### src/rtl/fifo_pkg.sv
`default_nettype none
// ============================================================================
//  Module   : fifo_pkg
//  Purpose  : Shared Gray/binary helpers and constants for the async FIFO.
//  Revision : 1.0  initial release
// ============================================================================
package fifo_pkg;

  localparam int SYNC_STAGES = 2;
  localparam int GRAY_MAX_W  = 32;

  typedef logic [GRAY_MAX_W-1:0] gray_vec_t;

  function automatic gray_vec_t width_mask(input int width);
    gray_vec_t m;
    if (width >= GRAY_MAX_W) m = '1;
    else                     m = (gray_vec_t'(1) << width) - gray_vec_t'(1);
    return m;
  endfunction

  function automatic gray_vec_t bin2gray(input gray_vec_t b, input int width);
    gray_vec_t v;
    v = b & width_mask(width);
    return v ^ (v >> 1);
  endfunction

  // Binary bit i is the XOR of all Gray bits at or above i.
  function automatic gray_vec_t gray2bin(input gray_vec_t g, input int width);
    gray_vec_t v;
    gray_vec_t b;
    v = g & width_mask(width);
    b = v;
    for (int i = 1; i < GRAY_MAX_W; i++) begin
      b = b ^ (v >> i);
    end
    return b;
  endfunction

endpackage
`default_nettype wire

### src/rtl/sync_2ff.sv
`default_nettype none
// ============================================================================
//  Module   : sync_2ff
//  Purpose  : W-bit flop-chain synchroniser, synchronous active-high reset.
//  Revision : 1.0  initial release
// ============================================================================
module sync_2ff
  import fifo_pkg::*;
#(
  parameter int W = 4
) (
  input  logic         clk,
  input  logic         rst,
  input  logic [W-1:0] d,
  output logic [W-1:0] q
);

  logic [W-1:0] r_stage [SYNC_STAGES];

  // Plain flop-to-flop chain: nothing may sit between the stages.
  always_ff @(posedge clk) begin
    if (rst) begin
      for (int i = 0; i < SYNC_STAGES; i++) r_stage[i] <= '0;
    end else begin
      r_stage[0] <= d;
      for (int i = 1; i < SYNC_STAGES; i++) r_stage[i] <= r_stage[i-1];
    end
  end

  assign q = r_stage[SYNC_STAGES-1];

endmodule
`default_nettype wire

### src/rtl/readcontrol_sync.sv
`default_nettype none
// ============================================================================
//  Module   : readcontrol_sync
//  Purpose  : Async FIFO read-side pointers, RAM read strobe and status flags.
//  Revision : 1.0  initial release
// ============================================================================
module readcontrol_sync
  import fifo_pkg::*;
#(
  parameter int ptr_width = 3,
  parameter int AE_THRESH = 1
) (
  input  logic                 r_clk,
  input  logic                 r_rst,
  input  logic                 r_en,
  input  logic [ptr_width:0]   g_wptr_async,
  output logic                 r_fire,
  output logic [ptr_width-1:0] r_addr,
  output logic [ptr_width:0]   b_rptr,
  output logic [ptr_width:0]   g_rptr,
  output logic                 empty,
  output logic                 almost_empty,
  output logic [ptr_width:0]   level,
  output logic                 underflow
);

  localparam int          c_PW     = ptr_width + 1;
  localparam logic [31:0] c_AE_LIM = 32'(AE_THRESH);

  logic [ptr_width:0] w_g_wptr_sync;
  logic [ptr_width:0] w_b_wptr_sync;
  logic [ptr_width:0] w_b_rptr_next;
  logic [ptr_width:0] w_g_rptr_next;
  logic [ptr_width:0] w_level_next;
  logic               w_empty_next;
  logic               w_ae_next;

  sync_2ff #(
    .W (c_PW)
  ) u_wptr_sync (
    .clk (r_clk),
    .rst (r_rst),
    .d   (g_wptr_async),
    .q   (w_g_wptr_sync)
  );

  assign r_fire = r_en & ~empty;
  assign r_addr = b_rptr[ptr_width-1:0];

  assign w_b_rptr_next = b_rptr + {{ptr_width{1'b0}}, r_fire};
  assign w_g_rptr_next = c_PW'(bin2gray(gray_vec_t'(w_b_rptr_next), c_PW));
  assign w_b_wptr_sync = c_PW'(gray2bin(gray_vec_t'(w_g_wptr_sync), c_PW));

  // Flags are computed from the post-read pointer so the last-word read
  // raises empty on the very edge that accepts it.
  assign w_level_next = w_b_wptr_sync - w_b_rptr_next;
  assign w_empty_next = (w_g_rptr_next == w_g_wptr_sync);
  assign w_ae_next    = (32'(w_level_next) <= c_AE_LIM);

  always_ff @(posedge r_clk) begin
    if (r_rst) begin
      b_rptr       <= '0;
      g_rptr       <= '0;
      empty        <= 1'b1;
      almost_empty <= 1'b1;
      level        <= '0;
      underflow    <= 1'b0;
    end else begin
      b_rptr       <= w_b_rptr_next;
      g_rptr       <= w_g_rptr_next;
      empty        <= w_empty_next;
      almost_empty <= w_ae_next;
      level        <= w_level_next;
      underflow    <= underflow | (r_en & empty);
    end
  end

endmodule
`default_nettype wire
### config.mk
export PLATFORM = sky130hd
export DESIGN_NAME = readcontrol_sync
export DESIGN_NICKNAME = d
export VERILOG_FILES = /design/src/rtl/fifo_pkg.sv /design/src/rtl/sync_2ff.sv /design/src/rtl/readcontrol_sync.sv
export SDC_FILE = /design/constraint.sdc
export NUM_CORES = 1
export LEC_CHECK = 0
export CORE_MARGIN = 8
export CORE_UTILIZATION = 49
export CTS_CLUSTER_DIAMETER = 60
export CTS_CLUSTER_SIZE = 30
export DETAILED_ROUTE_END_ITERATION = 6
export PLACE_DENSITY = 0.9
export SETUP_SLACK_MARGIN = 0.5
export SYNTH_ARGS = -nofsm -noshare
export SYNTH_HDL_FRONTEND = slang
export SYNTH_SLANG_ARGS = --single-unit
export TNS_END_PERCENT = 30
### constraint.sdc
create_clock -name r_clk -period 4.1 [get_ports r_clk]
set_clock_uncertainty 0.05 [all_clocks]
set_input_delay 1.025 -clock r_clk [delete_from_list [all_inputs] [get_ports r_clk]]
set_output_delay 1.025 -clock r_clk [all_outputs]
set_load 0.05 [all_outputs]
### Word-level counts from Yosys, hierarchy flattened

Memory sizes are Yosys's and may differ from the RTL's.
Cells that the tools add are included.

| operators by class | value |
|---|---|
| $add $sub $neg | 2 |
| magnitude comparators | 1 |
| eq/ne operators | 1 |
| muxes and demuxes | 5 |
| bitwise operators | 10 |

Operator list:

| cell | count |
|---|---|
| 4-bit 2-to-1 mux | 2 |
| 4-bit by 3-bit bitwise XOR with 4-bit output | 2 |
| 4-bit by 1-bit adder with 4-bit output | 1 |
| 4-bit == test | 1 |
| 4-bit by 1-bit <= comparator with 1-bit output (second input constant) | 1 |
| 4-bit subtractor | 1 |
| 4-bit by 1-bit bitwise XOR with 4-bit output | 1 |
| 4-bit by 2-bit bitwise XOR with 4-bit output | 1 |
| 1-bit 2-to-1 mux | 3 |
| 1-bit bitwise OR | 3 |
| 1-bit bitwise AND | 2 |
| 1-bit NOT | 1 |

| storage, ports and cells | value |
|---|---|
| flip-flop bits (word level) | 15 |
| bits in writable memories | 8 |
| input bits | 7 |
| output and inout bits | 19 |
| word-level logic and storage cells | 26 |
| memories | 1 |

Memories:

| memory | words | bits a word | read ports | clocked after memory_dff | write ports | RTL line | text |
|---|---|---|---|---|---|---|---|
| u_wptr_sync.r_stage | 2 | 4 | 2 | 0 | 2 | sync_2ff.sv:18 | `logic [W-1:0] r_stage [SYNC_STAGES];` |

### Logic depth before layout (Yosys ltp)

Gate-level depths: netlist (run 1).

| logic depth | value |
|---|---|
| word-level depth | 5 |
| mapped depth | 9 |
| gate-level depth less buffers | 9 |

### By module

From an unflattened synthesis (run 1), not the netlist that was laid out.

| second synthesis, totals | value |
|---|---|
| cells, all modules | 92 |
| area total of the unflattened synthesis | 952.2 µm² |

Modules (own cells, without submodules):

| module | instances | cells each | area an instance (µm²) | sequential area each (µm²) |
|---|---|---|---|---|
| readcontrol_sync | 1 | 72 | 711.9 | 280.3 |
| sync_2ff | 1 | 20 | 240.2 | 160.2 |

### Worst setup path before layout (run 1)

Ideal clock, no wire load.

| timing path | value |
|---|---|
| path kind | input port to flip-flop |
| start | input r_en |
| end | register almost_empty |
| setup time | 0.115 ns |
| arrival | 3.352 ns |
| required time | 3.935 ns |
| slack | 0.582 ns |
| stages | 9 |
| buffers on the path | 0 |
| path through | nor2b_1 -> ha_1 -> ha_1 -> xnor2_1 -> ha_1 -> clkinvlp_2 -> o21bai_2 -> xnor2_1 -> a31o_1 |

| between the ends | value |
|---|---|
| longest elaborated chain between the ends | 4 |

RTL lines:

| item | RTL line | text |
|---|---|---|
| start, declared | readcontrol_sync.sv:15 | `input logic r_en,` |
| 1-bit bitwise AND | readcontrol_sync.sv:47 | `assign r_fire = r_en & ~empty;` |
| 4-bit by 1-bit adder with 4-bit output | readcontrol_sync.sv:50 | `assign w_b_rptr_next = b_rptr + {{ptr_width{1'b0}}, r_fire};` |
| 4-bit subtractor | readcontrol_sync.sv:56 | `assign w_level_next = w_b_wptr_sync - w_b_rptr_next;` |
| 4-bit by 1-bit <= comparator with 1-bit output | readcontrol_sync.sv:58 | `assign w_ae_next = (32'(w_level_next) <= c_AE_LIM);` |
| end signal, assigned | readcontrol_sync.sv:72 | `almost_empty <= w_ae_next;` |
| end, declared | readcontrol_sync.sv:22 | `output logic almost_empty,` |

No other way between the ends.
A chain may end at the register's enable or synchronous reset.

### Worst setup path after layout (run 1)

| timing path | value |
|---|---|
| start | input r_en |
| end | output r_fire |

| between the ends | value |
|---|---|
| longest elaborated chain between the ends | 1 |

RTL lines:

| item | RTL line | text |
|---|---|---|
| 1-bit bitwise AND | readcontrol_sync.sv:47 |  |
| end, declared | readcontrol_sync.sv:17 | `output logic r_fire,` |

No other way between the ends.

==> impl_metrics.yaml, run 1 <==
run_status:
  status: "finished, final reports clean"
timing:
  rsz0062_at_grt: "no"
  min_period_ps: 3310
  fin_crit_sh_pct: 80.8
  finalSetupTns_ps: 0
  timing_hold_violations_final: 0
  max_slew.worst_pin.slew_ps: 704
  fin_hold_ws_ps: 388
  fmax_mhz: 302
  slew_headroom_pct: 52.9
  drv_slew: 0
  layout_setup_ws_ps: 786
  setup_viol_count_final: 0
worst_hold_path:
  hold_path_class: "flip-flop to flip-flop"
worst_setup_path:
  worstSetupEndpointType: "primary output"
  cp.arrival_ps: 2240
  cp.required_ps: 3020
  criticalPathCategory: "input pin to primary output"
  cp_slowest_cell: "dlygate4sd2_1"
  path_buf_inv: 2
  cp_top_family: "buffers and inverters"
  path_cells: "clkdlybuf4s50_1, nor2b_1, dlygate4sd2_1"
  cp_max_fo: 2
  cp_slowest_stage_delay_ps: 560
  r2r_slack_ps: 1810
  start_kind: "input pin"
floorplan:
  die_h_microns: 59.1
  rows: 15
  die_area_sq_um: 3490
  core_area_sq_um: 1750
  die-width_microns: 59.1
  start_util_pct: 52.1
  boundaryPins: 26
cts:
  clock_path_buffers: 2
  clk_pin_slew_ps: 110
  cts_resized: 1
  cts_setup_buffers: 0
  htreeDepth: 1
  cts_tree: "done"
  ctsHoldBuffers: 0
  cts_buffers: 3
  clk_latency_ps: 300
  cts-root-buf: "clkbuf_4"
  numClockSinks: 22
logic_synthesis:
  syn_area_per_cell_sq_um: 10.3
  yosys.area.top_type_share_pct: 48.4
  synth_ff_type: "dfxtp_1"
  synth_seq_area_share_pct: 48.4
  synthArstFlopShare_pct: 0
  synth_edf_count: 0
  netlist_instances: 88
  yosys_warnings: 0
  synth_nets: 100
  ys_types: 20
  netlist_area_sq_um: 910
  yosysTopAreaCell: "dfxtp_1"
  ys_ff_latch: 22
  synth.area.top_cells: "dfxtp_1 48%, xnor2_1 8.7%, nor2b_1 7.6%"
drt:
  routed_wl_mm: 1.48
  drt-wirelength-per-cell_microns: 11.1
  first_pass_iters: 2
  ant_nets: 0
  vias_per_cell: 4.53
  first_iter_violations: 2
  routed-via-count: 607
  drc_errors: 0
global_route:
  grtUsageTotal_pct: 8.69
  first_global_vias: 545
  grt_max_degree: 23
  grt_pass1_wl_mm: 2.30
  antenna_found_initial: 0
  grt-ovfl-total: 0
place:
  globalplace.congestion: 0.713
  portBuffers: 25
  dp_hpwl_mm: 1.21
  dpl_worst_slack_ps: 482
power:
  intPower_mw: 0.325
  swShare_pct: 32.7
  power.density_nw_per_um2: 412
  p_seq_share_pct: 49.4
  p_clk_share_pct: 19.0
  p_switching_mw: 0.158
  peakVddDrop_mv: 0.243
  pwr-share-comb_pct: 31.5
  power.total_mw: 0.482
  p_leak_nw: 0.474
final_layout:
  drive_above_1_share_pct: 6.42
  nFillCells: 151
  utilization_pct: 67.1
  mostFrequentLayoutCells: "24 x clkdlybuf4s50_1, 22 x dfxtp_1, 12 x nor2_1"
  num_antenna_cells: 0
  area_growth_pct: 28.7
  nets: 123
  layout_commonest_cell: "clkdlybuf4s50_1"
flow_run:
  maxCapViolCount: 0
cells in the mapped netlist (2+ instances only):
cell	number
xor2_1	7
ha_1	5
nor2_1	12
a31o_1	2
buf_4	4
clkbuf_1	3
nand2_1	2
nor2b_1	11
inv_1	2
xnor2_1	9
dfxtp_1	22
flip-flops by register name (all words and copies together), names as in the netlist:
name / cells
underflow: 1
g_rptr: 4
u_wptr_sync.r_stage: 8
level: 4
empty: 1
almost_empty: 1
b_rptr: 3
per-stage QoR:
stage	cells	cell area [sq um]
floorplan	88	910
global placement	131	1150
detailed placement	131	1150
CTS	134	1170
global route	134	1170
finish	134	1170
power by group through the flow:
stage	Clock (mW)	Combinational, mW	Sequential, mW
5_1_grt	0.103	0.162	0.240
3_3_place_gp	0	0.153	0.243
6_report	0.0918	0.152	0.238
4_1_cts	0.0968	0.154	0.239
2_1_floorplan	0	0.0600	0.294
3_5_place_dp	0	0.154	0.244
routing by layer:
metal	GRT usage (%)	routed length, microns
met5	0	0
met4	6.14	34
met3	3.25	132
met2	15.0	721
met1	8.34	593
logic make-up after synthesis:
| family | Yosys count | share of synthesized area [%] |
|---|---|---|
| compound gates | 4 | 3.71 |
| xor+xnor | 17 | 18.0 |
| fa+ha+maj | 6 | 8.12 |
| buf+inv | 10 | 5.91 |
| flops | 22 | 48.4 |
| simple gates | 29 | 15.8 |
final timing paths:
kind | from | to | cells after the start
max | r_en | r_fire | 3
min | u_wptr_sync.r_stage[0][1]$_SDFF_PP0_ | u_wptr_sync.r_stage[0][5]$_SDFF_PP0_ | 1
max reg2reg | empty$_SDFF_PP1_ | almost_empty$_SDFF_PP1_ | 9
min reg2reg | u_wptr_sync.r_stage[0][1]$_SDFF_PP0_ | u_wptr_sync.r_stage[0][5]$_SDFF_PP0_ | 1
layout make-up:
cell class	count	area, sq um	share of cell area [%]
Tap cell	25	31.3	2.67
Timing Repair Buffer	25	249	21.3
Sequential cell	22	440	37.6
Inverter	3	12.5	1.07
Multi-Input combinational cell	56	415	35.5
Clock buffer	3	22.5	1.92
No activity file was read; power rests on OpenSTA's default activity.
==> inputs of run 2 (changes only) <==
--- a/config.mk
+++ b/config.mk
@@ -6,11 +6,11 @@
 export NUM_CORES = 1
 export LEC_CHECK = 0
 export CORE_MARGIN = 8
-export CORE_UTILIZATION = 49
+export CORE_UTILIZATION = 45
 export CTS_CLUSTER_DIAMETER = 60
 export CTS_CLUSTER_SIZE = 30
 export DETAILED_ROUTE_END_ITERATION = 6
-export PLACE_DENSITY = 0.9
+export PLACE_DENSITY = 0.84
 export SETUP_SLACK_MARGIN = 0.5
 export SYNTH_ARGS = -nofsm -noshare
 export SYNTH_HDL_FRONTEND = slang
==> constraint.sdc (replaced) <==
create_clock -name r_clk -period 3.5 [get_ports r_clk]
set_clock_uncertainty 0.05 [all_clocks]
set_input_delay 0.875 -clock r_clk [delete_from_list [all_inputs] [get_ports r_clk]]
set_output_delay 0.875 -clock r_clk [all_outputs]
set_load 0.05 [all_outputs]
==> run 2 against run 1 <==
Utilization shrank 5.2 points. Critical path depth rose by 7. Highest routed layer unchanged. Largest power group unchanged. Cell area up 2.6%. Die area grew 6.4%.
==> impl_metrics.yaml, run 2 (synthesis gave the netlist of run 1 again) <==
cts:
  htreeDepth: 1
  cts_tree: "done"
  cts_resized: 0
  cts_buffers: 3
  numClockSinks: 22
  clk_pin_slew_ps: 110
  cts_setup_buffers: 0
  clk_latency_ps: 300
  cts-root-buf: "clkbuf_4"
  clock_path_buffers: 2
  ctsHoldBuffers: 0
timing:
  rsz0062_at_grt: "no"
  max_slew.worst_pin.slew_ps: 708
  fmax_mhz: 350
  drv_slew: 0
  timing_hold_violations_final: 0
  finalSetupTns_ps: 0
  slew_headroom_pct: 52.6
  min_period_ps: 2850
  layout_setup_ws_ps: 645
  setup_viol_count_final: 0
  fin_crit_sh_pct: 81.6
floorplan:
  core_area_sq_um: 1940
  die_h_microns: 61.0
  die_area_sq_um: 3720
  die-width_microns: 61.0
  rows: 16
  boundaryPins: 26
  start_util_pct: 46.8
power:
  pwr-share-comb_pct: 30.6
  p_seq_share_pct: 47.0
  power.density_nw_per_um2: 496
  swShare_pct: 32.0
  p_switching_mw: 0.191
  peakVddDrop_mv: 0.267
  intPower_mw: 0.406
  p_leak_nw: 0.488
  p_clk_share_pct: 22.4
worst_setup_path:
  start_kind: "input pin"
  reg2regPathDepth: 9
  cp_max_fo: 3
  criticalPathCategory: "input pin to flip-flop"
  cp.required_ps: 3650
  rr_startpoint: "empty$_SDFF_PP1_"
  r2r_slack_ps: 1320
  worstSetupEndpointType: "flip-flop"
  cp.arrival_ps: 3010
  timing.rr.end: "almost_empty$_SDFF_PP1_"
final_layout:
  largest-register: "u_wptr_sync.r_stage"
  area_growth_pct: 32.0
  top_regs: "u_wptr_sync.r_stage x8, g_rptr x4, level x4"
  largest_register_ffs: 8
  num_antenna_cells: 0
  nets: 124
  drive_above_1_share_pct: 9.91
  mostFrequentLayoutCells: "24 x clkdlybuf4s50_1, 22 x dfxtp_1, 12 x nor2_1"
  layout_commonest_cell: "clkdlybuf4s50_1"
drt:
  routed-via-count: 649
  routed_wl_mm: 1.68
  ant_nets: 0
  drc_errors: 0
  route.met2.wl_microns: 872
  wl_met3_microns: 144
  m1WireLength_microns: 618
  vias_per_cell: 4.70
  first_iter_violations: 13
  drt-wirelength-per-cell_microns: 12.2
  top_layer_used: "met4"
  first_pass_iters: 2
place:
  portBuffers: 25
  globalplace.congestion: 0.758
  dpl_worst_slack_ps: 347
  dp_hpwl_mm: 1.35
global_route:
  grt_pass1_wl_mm: 2.78
  grt_max_degree: 23
  antenna_found_initial: 0
  grtUsageTotal_pct: 10.3
  first_global_vias: 640
  grt-ovfl-total: 0
worst_hold_path:
  hold_path_class: "flip-flop to flip-flop"
  hold_path_depth: 1
  hold_end: "u_wptr_sync.r_stage[0][6]$_SDFF_PP0_"
  hp-start: "u_wptr_sync.r_stage[0][2]$_SDFF_PP0_"
flow_run:
  maxCapViolCount: 0
run_status:
  status: "finished, final reports clean"
-- run 2: cell types whose count changed in the layout (fill, tap and decap cells not counted), sizes merged --
cell | before | now
dlygate4sd2 | 1 | 0
clkbuf | 3 | 4
buf | 0 | 2
-- run 2: routing by layer --
layer,global-route usage [%],up-vias
li1,-,320
met1,10.6,299
met2,17.3,23
met3,3.60,7
met4,6.64,0
met5,0,-
-- run 2: worst max path at each step --
| stage | from | to | slack [ps] | depth (start not counted) |
|---|---|---|---|---|
| 2_1_floorplan | r_en | almost_empty$_SDFF_PP1_ | 640 | 9 |
| 3_3_place_gp | r_en | almost_empty$_SDFF_PP1_ | 450 | 10 |
| 3_5_place_dp | r_en | almost_empty$_SDFF_PP1_ | 350 | 10 |
| 4_1_cts | r_en | almost_empty$_SDFF_PP1_ | 640 | 10 |
| 5_1_grt | r_en | almost_empty$_SDFF_PP1_ | 580 | 10 |
| 6_report | r_en | almost_empty$_SDFF_PP1_ | 650 | 10 |
-- run 2: cell type report --
class                   instances  area, sq um
well taps                      27         33.8
multi-input cells              56          423
fillers                       167          741
flip-flops and latches         22          440
repair buffers                 26          255
clock buffers                   4         36.3
inverters                       3         12.5
-- run 2: power groups by stage --
stage | clock network, mW | logic (mW) | registers [mW]
4_1_cts | 0.139 | 0.185 | 0.281
3_5_place_dp | 0 | 0.184 | 0.287
6_report | 0.134 | 0.182 | 0.281
5_1_grt | 0.155 | 0.195 | 0.284
3_3_place_gp | 0 | 0.180 | 0.285
2_1_floorplan | 0 | 0.0712 | 0.345
-- run 2: worst max-delay path: stages --
cell	delay, ps
clkdlybuf4s50_1	430
nor2b_4	140
ha_1	210
ha_1	230
xnor2_1	160
ha_1	310
clkinvlp_2	150
o21bai_2	180
xnor2_1	110
a31o_1	220
-- run 2: metrics by stage --
stage	utilization, %	hold slack [ps]	cells	total power [mW]	cell area, sq um
6_report	61.9	398	138	0.596	1200
5_1_grt	61.9	415	138	0.634	1200
4_1_cts	61.9	403	138	0.605	1200
3_5_place_dp	60.0	375	134	0.471	1160
3_3_place_gp	60.0	368	134	0.465	1160
2_1_floorplan	-	364	88	0.416	917
==> inputs of run 3 (changes only) <==
--- a/config.mk
+++ b/config.mk
@@ -6,11 +6,11 @@
 export NUM_CORES = 1
 export LEC_CHECK = 0
 export CORE_MARGIN = 8
-export CORE_UTILIZATION = 45
+export CORE_UTILIZATION = 41
 export CTS_CLUSTER_DIAMETER = 60
 export CTS_CLUSTER_SIZE = 30
 export DETAILED_ROUTE_END_ITERATION = 6
-export PLACE_DENSITY = 0.84
+export PLACE_DENSITY = 0.81
 export SETUP_SLACK_MARGIN = 0.5
 export SYNTH_ARGS = -nofsm -noshare
 export SYNTH_HDL_FRONTEND = slang
==> constraint.sdc (replaced) <==
create_clock -name r_clk -period 2.56 [get_ports r_clk]
set_clock_uncertainty 0.05 [all_clocks]
set_input_delay 0.64 -clock r_clk [delete_from_list [all_inputs] [get_ports r_clk]]
set_output_delay 0.64 -clock r_clk [all_outputs]
set_load 0.05 [all_outputs]
==> run 3 against run 2 <==
Via count grew 3.4%. Setup slack lost 210 ps. Utilization rose by 2.0 points. Flip-flop and latch count did not move. Sequential share of layout area is 4.3 points lower. Combinational power grew 53%. Global-route usage is 0.40 points lower. Total power rose by 55%. Critical path depth shrank 9. Register-to-register slack worse by 790 ps. First-iteration DRC count down 69%. Critical endpoint is now level[0]. Largest power group unchanged.
==> impl_metrics.yaml, run 3 (synthesis gave the netlist of run 1 again) <==
run_status:
  status: "finished, final reports clean"
final_layout:
  utilization_pct: 63.8
  largest_register_ffs: 8
  layout_commonest_cell: "dfxtp_1"
  largest-register: "u_wptr_sync.r_stage"
  multi_input_area_sq_um: 502
  nets: 131
  nFillCells: 180
  top_regs: "u_wptr_sync.r_stage x8, g_rptr x4, level x4"
  mostFrequentLayoutCells: "19 x dfxtp_1, 12 x clkdlybuf4s50_1, 11 x nor2_1"
  drive_above_1_share_pct: 26.3
  final_area_sq_um: 1370
  num_antenna_cells: 0
  area_growth_pct: 50.8
  layout.area.seq_sq_um: 444
floorplan:
  boundaryPins: 26
  start_util_pct: 42.3
  die_area_sq_um: 3980
  rows: 17
  core_area_sq_um: 2150
  die-width_microns: 63.1
  die_h_microns: 63.1
power:
  p_clk_share_pct: 28.3
  peakVddDrop_mv: 0.380
  p_switching_mw: 0.278
  pwr-share-comb_pct: 30.1
  swShare_pct: 30.0
  p_leak_nw: 0.630
  intPower_mw: 0.648
  power.density_nw_per_um2: 675
  p_seq_share_pct: 41.6
worst_setup_path:
  rr_startpoint: "u_wptr_sync.r_stage[0][7]$_SDFF_PP0_"
  start_kind: "flip-flop"
  timing.rr.end: "almost_empty$_SDFF_PP1_"
  criticalPathCategory: "flip-flop to primary output"
  cp_max_fo: 1
  worstSetupEndpointType: "primary output"
  cp_slowest_cell: "clkdlybuf4s50_1"
  reg2regPathDepth: 7
  cp_top_family: "buffers and inverters"
  cp.required_ps: 1870
  path_buf_inv: 1
  path_cells: "clkdlybuf4s50_1"
  cp.arrival_ps: 1440
  r2r_slack_ps: 530
  cp_slowest_stage_delay_ps: 800
drt:
  first_iter_violations: 4
  wl_met3_microns: 109
  route.met2.wl_microns: 925
  m1WireLength_microns: 725
  top_layer_used: "met4"
  routed_wl_mm: 1.79
  drc_errors: 0
  vias_per_cell: 4.60
  first_pass_iters: 2
  routed-via-count: 671
  drt-wirelength-per-cell_microns: 12.3
  ant_nets: 0
place:
  portBuffers: 25
  dp_hpwl_mm: 1.34
  dpl_worst_slack_ps: -96.9
  globalplace.congestion: 0.825
  placedInstanceArea_sq_um: 1270
cts:
  htreeDepth: 1
  numClockSinks: 22
  clock_path_buffers: 2
  cts-root-buf: "clkbuf_4"
  clk_pin_slew_ps: 120
  cts_buffers: 3
  clk_latency_ps: 310
  cts_tree: "done"
  ctsHoldBuffers: 0
timing:
  fin_crit_sh_pct: 83.1
  drv_slew: 0
  max_slew.worst_pin.slew_ps: 729
  rsz0062_at_grt: "yes"
  slew_headroom_pct: 51.3
  layout_setup_ws_ps: 434
  min_period_ps: 2130
  setup_viol_count_final: 0
  finalSetupTns_ps: 0
  fmax_mhz: 470
  fin_hold_ws_ps: 397
  timing_hold_violations_final: 0
global_route:
  grt_pass1_wl_mm: 3.14
  first_global_vias: 701
  grt-ovfl-total: 0
  antenna_found_initial: 0
  grt_max_degree: 23
  grtUsageTotal_pct: 9.89
worst_hold_path:
  hp-start: "u_wptr_sync.r_stage[0][2]$_SDFF_PP0_"
  hold_path_depth: 1
  hold_path_class: "flip-flop to flip-flop"
  hold_end: "u_wptr_sync.r_stage[0][6]$_SDFF_PP0_"
flow_run:
  maxCapViolCount: 0
run 3: layer usage:
layer / global-route usage, % / vias to the layer above
met4: 5.98 / 0
met2: 16.9 / 18
met3: 4.06 / 4
met1: 9.78 / 312
li1: - / 337
met5: 0 / -
run 3: layout make-up:
type	instances	share of cell area (%)
repair buffers	33	23.5
inverters	3	1.09
well taps	28	2.55
clock inverters	1	2.19
flip-flops and latches	22	32.4
multi-input cells	56	36.6
clock buffers	3	1.64
run 3: repair_timing:
item                       4_1_cts  5_1_grt
buffers inserted                 4        0
pin swaps                        7        0
gates resized for setup         17        5
setup endpoints to repair       24       18
run 3: power groups by stage:
stage | sequential [mW] | clock (mW) | combinational, mW
2_1_floorplan | 0.473 | 0 | 0.108
3_3_place_gp | 0.393 | 0 | 0.267
3_5_place_dp | 0.393 | 0 | 0.270
4_1_cts | 0.385 | 0.271 | 0.282
5_1_grt | 0.388 | 0.292 | 0.296
6_report | 0.385 | 0.262 | 0.279
run 3: worst max-delay path by stage:
stage / start / end / slack, ps / depth (start not counted)
after floorplan: r_en / almost_empty$_SDFF_PP1_ / 180 / 8
after global placement: r_en / empty$_SDFF_PP1_ / -50 / 9
after detailed placement: r_en / almost_empty$_SDFF_PP1_ / -100 / 10
after CTS: b_rptr[0]$_SDFF_PP0_ / b_rptr[0] / 290 / 1
after global routing: level[2]$_SDFF_PP0_ / level[2] / 370 / 1
final: level[0]$_SDFF_PP0_ / level[0] / 430 / 1
run 3: metrics by stage:
step / cells / power [mW]
final: 146 / 0.925
after global routing: 146 / 0.976
after CTS: 146 / 0.938
after detailed placement: 138 / 0.664
after global placement: 138 / 0.660
after floorplan: 88 / 0.581
